`src/rtl/mode_rate_counter.sv`:
```
// Two-digit BCD counter that advances at a quick or slow rate picked by the mode FSM output.
// Define MODE_RATE_COUNTER_WRAP_EN to wrap 99->00 with a full pulse; otherwise it saturates at 99 and full latches.
module mode_rate_counter #(
    parameter int unsigned QUICK_DIV = 25_000_000,
    parameter int unsigned SLOW_DIV  = 100_000_000
) (
    input  logic       clk,
    input  logic       rst,
    input  logic       mode,
    input  logic       clear,
    output logic       tick,
    output logic [3:0] bcd1,
    output logic [3:0] bcd0,
    output logic       full
);

    localparam logic [26:0] QUICK_LIMIT = 27'(QUICK_DIV - 1);
    localparam logic [26:0] SLOW_LIMIT  = 27'(SLOW_DIV - 1);

    logic [26:0] cnt;
    logic [26:0] limit;
    logic        mode_q;
    logic        mode_change;
    logic        tick_due;
    logic [3:0]  inc1;
    logic [3:0]  inc0;
    logic        full_next;

    always_comb begin
        limit       = mode ? SLOW_LIMIT : QUICK_LIMIT;
        mode_change = (mode != mode_q);
        tick_due    = (cnt == limit);
    end

    // Digit values and full level that a tick on this edge would produce.
    always_comb begin
        inc1      = bcd1;
        inc0      = bcd0;
        full_next = 1'b0;
`ifdef MODE_RATE_COUNTER_WRAP_EN
        if (bcd0 == 4'd9) begin
            inc0 = 4'd0;
            if (bcd1 == 4'd9) begin
                inc1      = 4'd0;
                full_next = 1'b1;
            end else begin
                inc1 = bcd1 + 4'd1;
            end
        end else begin
            inc0 = bcd0 + 4'd1;
        end
`else
        if (bcd1 == 4'd9 && bcd0 == 4'd9) begin
            inc1 = bcd1;
            inc0 = bcd0;
        end else if (bcd0 == 4'd9) begin
            inc0 = 4'd0;
            inc1 = bcd1 + 4'd1;
        end else begin
            inc0 = bcd0 + 4'd1;
        end
        full_next = full | ((inc1 == 4'd9) && (inc0 == 4'd9));
`endif
    end

    // A mode change restarts the prescaler so the new rate always counts a full period.
    always_ff @(posedge clk or negedge rst) begin
        if (!rst) begin
            cnt    <= '0;
            mode_q <= 1'b1;
            tick   <= 1'b0;
            bcd1   <= 4'd0;
            bcd0   <= 4'd0;
            full   <= 1'b0;
        end else begin
            mode_q <= mode;
            if (clear) begin
                cnt  <= '0;
                tick <= 1'b0;
                bcd1 <= 4'd0;
                bcd0 <= 4'd0;
                full <= 1'b0;
            end else if (mode_change) begin
                cnt  <= '0;
                tick <= 1'b0;
`ifdef MODE_RATE_COUNTER_WRAP_EN
                full <= 1'b0;
`endif
            end else if (tick_due) begin
                cnt  <= '0;
                tick <= 1'b1;
                bcd1 <= inc1;
                bcd0 <= inc0;
                full <= full_next;
            end else begin
                cnt  <= cnt + 27'd1;
                tick <= 1'b0;
`ifdef MODE_RATE_COUNTER_WRAP_EN
                full <= 1'b0;
`endif
            end
        end
    end

endmodule

```
`config.mk`:
```
export PLATFORM = sky130hd
export DESIGN_NAME = mode_rate_counter
export DESIGN_NICKNAME = d
export VERILOG_FILES = /design/src/rtl/mode_rate_counter.sv
export SDC_FILE = /design/constraint.sdc
export NUM_CORES = 1
export LEC_CHECK = 0
export BUFFER_PORTS_ARGS = -buffer_cell sky130_fd_sc_hd__buf_2
export CORE_MARGIN = 2
export CORE_UTILIZATION = 55
export CTS_CLUSTER_DIAMETER = 40
export CTS_CLUSTER_SIZE = 24
export DETAILED_ROUTE_END_ITERATION = 10
export PLACE_DENSITY_LB_ADDON = 0.25
export SYNTH_ARGS = -nofsm -noshare
export SYNTH_HDL_FRONTEND = slang
export SYNTH_SLANG_ARGS = --single-unit
```
`constraint.sdc`:
```
create_clock -name clk -period 5.88 [get_ports clk]
set_clock_uncertainty 0.15 [all_clocks]
set_input_delay 0 -clock clk [delete_from_list [all_inputs] [get_ports clk]]
set_output_delay 0 -clock clk [all_outputs]
set_load 0.01 [all_outputs]
```
Yosys cells after proc, flatten, opt, wreduce, memory -nomap -nowiden:

Index checks and enable logic that the tools add are counted.

* RAM bits: 0
* bits in latches: 0
* memories kept: 0
* bits in read-only memories: 0
* register bits after elaboration: 38
* output and inout bits: 10

* magnitude comparators: 0
* mux-type cells: 20
* $add $sub $neg: 3
* divide/modulo/power cells: 0
* eq/ne operators: 7
* reductions and logical operators: 4
* bitwise logic cells: 1
* shifts and indexed selects: 0
* multiply operators: 0

Operator list (number)
* 27-bit 2-to-1 mux: 4
* 4-bit 2-to-1 mux: 10
* 27-bit by 1-bit adder with 27-bit output (second input constant): 1
* 27-bit == test: 1
* 4-bit == test (second input constant): 4
* 4-bit by 1-bit adder with 4-bit output (second input constant): 2
* 1-bit 2-to-1 mux: 6
* 1-bit logical AND: 2
* 2-bit inequality test (second input constant): 1
* 2-bit AND reduction: 1
* 2-bit nonzero test: 1
* 1-bit inequality test: 1
* 1-bit bitwise OR: 1

Longest topological paths before layout:

* word-level depth: 9
* mapped depth: 8
* mapped depth without buffers: 7

Worst setup path before layout:

OpenSTA, ideal clock, no wires.

* path type: reg2reg
* start point: reg cnt[10]
* end point: reg bcd1[2]
* library setup time: 0.121 ns
* arrival time: 2.045 ns
* setup slack: 3.564 ns
* clock period less this slack: 2.316 ns
* cell stages (with the launch flop): 7
* cell sequence: dfrtp_1 > or3_1 > or4_4 > nor4_2 > buf_4 > a41oi_1 > a22o_1

* cells in the longest elaborated chain, start to end: 3

Ends and longest elaborated chain
* start: declaration: line 20 `logic [26:0] cnt;`
* start signal: assignment: line 96 `cnt <= cnt + 27'd1;`
* 27-bit == test: line 32 `tick_due = (cnt == limit);`
* 2-bit nonzero test (no source line)
* 2-bit AND reduction (no source line)
* end signal: assignment: line 92 `bcd1 <= inc1;`
* end: declaration: line 12 `output logic [3:0] bcd1,`

No other way between the ends.
A chain may end at the register's enable or synchronous reset.

Final worst setup path:

* start point: reg cnt[10]
* end point: reg cnt[26]

* cells in the longest elaborated chain, start to end: 4
* elaborated cells between the ends (all ways): 5

Ends and longest elaborated chain
* 27-bit by 1-bit adder with 27-bit output or 27-bit == test (tied branches): line 96, 32
* 27-bit 2-to-1 mux *: line 89 `end else if (tick_due) begin`
* 27-bit 2-to-1 mux *: line 83 `end else if (mode_change) begin`
* 27-bit 2-to-1 mux *: line 77 `if (clear) begin`

Mark *: on every way between the ends. The rest lies on a longest branch, timed or not.

==> impl_metrics.toml <==
[cells_and_area]
drive_gt1_frac = 0.118
final_cell_mix = "40 x nor2_1, 37 x dfrtp_1, 22 x xor2_1"
utilization = 0.627
nets = 245
diodes = 0
syn_to_final_growth_pct = 8.89
fillCellCount = 329
final_common_cell = "nor2_1"

[clocking]
numCtsBuffers = 5
insertion_delay_ps = 290
cts_buffer_depth = 2
tritoncts = "built"
cts.clk_slew.worst_paths_ps = 80
cts_max_level = 2
ctsResizeCount = 0
clockRootBuffer = "clkbuf_8"
cts_sinks = 38

[power]
power.leakage_nw = 1.00
power_frac_seq = 0.561
intPower_w = 0.000363
ir_drop_v = 0.000118
p_per_area_mw_per_mm2 = 204
clkPwrFrac = 0.394
power_frac_comb = 0.045
switching_share = 0.228
power.switching_w = 0.000108

[setup_path]
crit_path_start_kind = "register"
crit_family = "simple AND/OR/NAND/NOR gates"
slowest_stage = "nand2b_1"
crit_arrival_ps = 3350
path_cells = "or3_1, or4_4, nor4_2, nand2b_1, nor2_1"
critPathRequiredTime_ps = 5860
worstPathMaxFanout = 27
cpPeakStageDelay_ps = 850
cp_num_buf_inv = 0
worstSetupPathType = "register to register"
end_kind = "register"

[synthesis]
synthArstFlopShare = 1.00
syn_nets = 231
synth_area_leaders = "dfrtp_1 44%, xor2_1 9.1%, nor2_1 7.1%"
ys_types = 53
netlist_area_mm2 = 0.00212
ys_seq_area_frac = 0.448
synth_top_area_cell = "dfrtp_1"
syn_inst = 222
ys.flop_type = "dfrtp_1"
syn_area_per_cell_um2 = 9.57
yosysWarnings = 0
synth_edf_count = 0
yosys_register_bits = 38
synth_top_area_share = 0.436

[timing]
setup_slack_ps = 2510
setup_viol_count_final = 0
fin_tns_setup_ps = 0
slew_viol_final = 0
rsz0062_at_grt = "no"
max_freq_ghz = 0.297
relSlewSlack = 0.324
min_period_ps = 3370
hold_viol_final = 0
fin_crit_sh = 0.573
tightest_slew_ps = 1000

[route]
drt-pass1-iter-count = 4
num_vias = 1634
drc = 0
wl_per_cell_um = 14.5
ant_nets = 0
drt_iter0_drc = 154
drt-total-wl_um = 4130
viasPerCell = 5.73

[global_routing]
grt_usage = 0.213
grt_pass1_vias = 1563
antenna_found_initial = 0
grt_pass1_wl_um = 6960
grt.overflow.total = 0
grt_max_degree = 39

[place]
dp_worst_setup_slack_ps = 2470
io_buffers = 13
gp_congestion = 0.820
dp_hpwl_um = 2790

[floorplanning]
ios = 14
core-area_mm2 = 0.00369
start_util = 0.576
die_h_um = 66.2
die_area_mm2 = 0.00438
die_x_um = 66.2
rows = 22

[flow_run]
cap_violations = 0

[hold_path]
min_path_type = "primary input to async pin"

[status]
outcome = "complete, no violations"
cell type report:
type                            instances  area, um^2  area share
Tap cell                               48        60.1      0.0260
Inverter                                8        30.0      0.0130
Clock inverter                          1        5.00     0.00216
Multi-Input combinational cell        167        1080       0.469
Sequential cell                        38         952       0.412
Clock buffer                            7        86.3      0.0373
Timing Repair Buffer                   16        95.1      0.0411
per-stage QoR:
stage	cells	hold slack [ps]	cell area [um^2]	total power (W)
final	285	197	2310	0.000471
after global routing	285	281	2310	0.000492
after CTS	285	217	2310	0.000476
after detailed placement	274	0.965	2190	0.000290
after global placement	274	-6.68	2190	0.000289
after floorplan	222	-446	2120	0.000283
cells in the mapped netlist (2+ instances only):
cell	instances
a21oi_1	3
and3b_1	2
nor4_2	2
inv_1	8
clkbuf_1	4
nand4b_1	2
buf_6	2
nand2_1	15
nor3b_1	2
xor2_1	22
nand4_1	9
nor2b_1	2
nor3_1	2
a31oi_1	2
nand3_1	16
a22o_1	3
buf_4	2
dfrtp_1	37
ha_1	5
nand2b_1	2
xnor2_1	4
nor2_1	40
o22ai_1	4
and3_1	3
kinds of logic after synthesis:
logic type               count (synthesis)  synth area share
XOR/XNOR                                27             0.120
multiplexers                             1           0.00471
AO/OA/AOI/OAI                           26            0.0925
AND/OR/NAND/NOR                        108             0.264
adder cells (fa/ha/maj)                  5            0.0294
flip-flops                              38             0.448
buffers and inverters                   17            0.0412
per-layer routing:
layer / up-vias / global-route usage / part of all wire
met5: - / 0 / 0
met4: 0 / 0.0689 / 0.0092
met3: 4 / 0.0613 / 0.033
met2: 28 / 0.349 / 0.47
met1: 794 / 0.270 / 0.48
li1: 808 / - / -
state kept, by name, summed over array words and instances (netlist names):
signal  count
mode_q      1
cnt        27
bcd1        4
bcd0        4
tick        1
full        1
power groups by stage:
stage                     Sequential, W  Clock (W)  Combinational (W)
after floorplan                0.000269          0          0.0000144
after global placement         0.000269          0          0.0000202
final                          0.000264   0.000186          0.0000214
after global routing           0.000264   0.000204          0.0000241
after CTS                      0.000264   0.000190          0.0000218
after detailed placement       0.000269          0          0.0000202
worst reg2reg max path, delay by kind of cell, from the launching register on:
family,cells,cell delay (ps)
flops,1,440
simple gates,5,2630
what timing repair did:
| action | in CTS | in global routing |
|---|---|---|
| setup buffers | 0 | 0 |
| hold buffers | 3 | 0 |
| hold endpoints to repair | 47 | 0 |
worst paths after layout:
kind | start | to | slack, ps | cells after the start
worst max-delay path | cnt[10]$_DFF_PN0_ | cnt[26]$_DFF_PN0_ | 2510 | 5
worst min-delay path | rst | bcd0[1]$_DFFE_PN0P_ | 200 | 2
worst max register to register | cnt[10]$_DFF_PN0_ | cnt[26]$_DFF_PN0_ | 2510 | 5
worst min register to register | cnt[0]$_DFF_PN0_ | cnt[0]$_DFF_PN0_ | 330 | 1
max in group asynchronous | rst | cnt[1]$_DFF_PN0_ | 4830 | 2
min in group clk | mode | mode_q$_DFF_PN1_ | 310 | 2
Power figures use the tool's default switching activity.
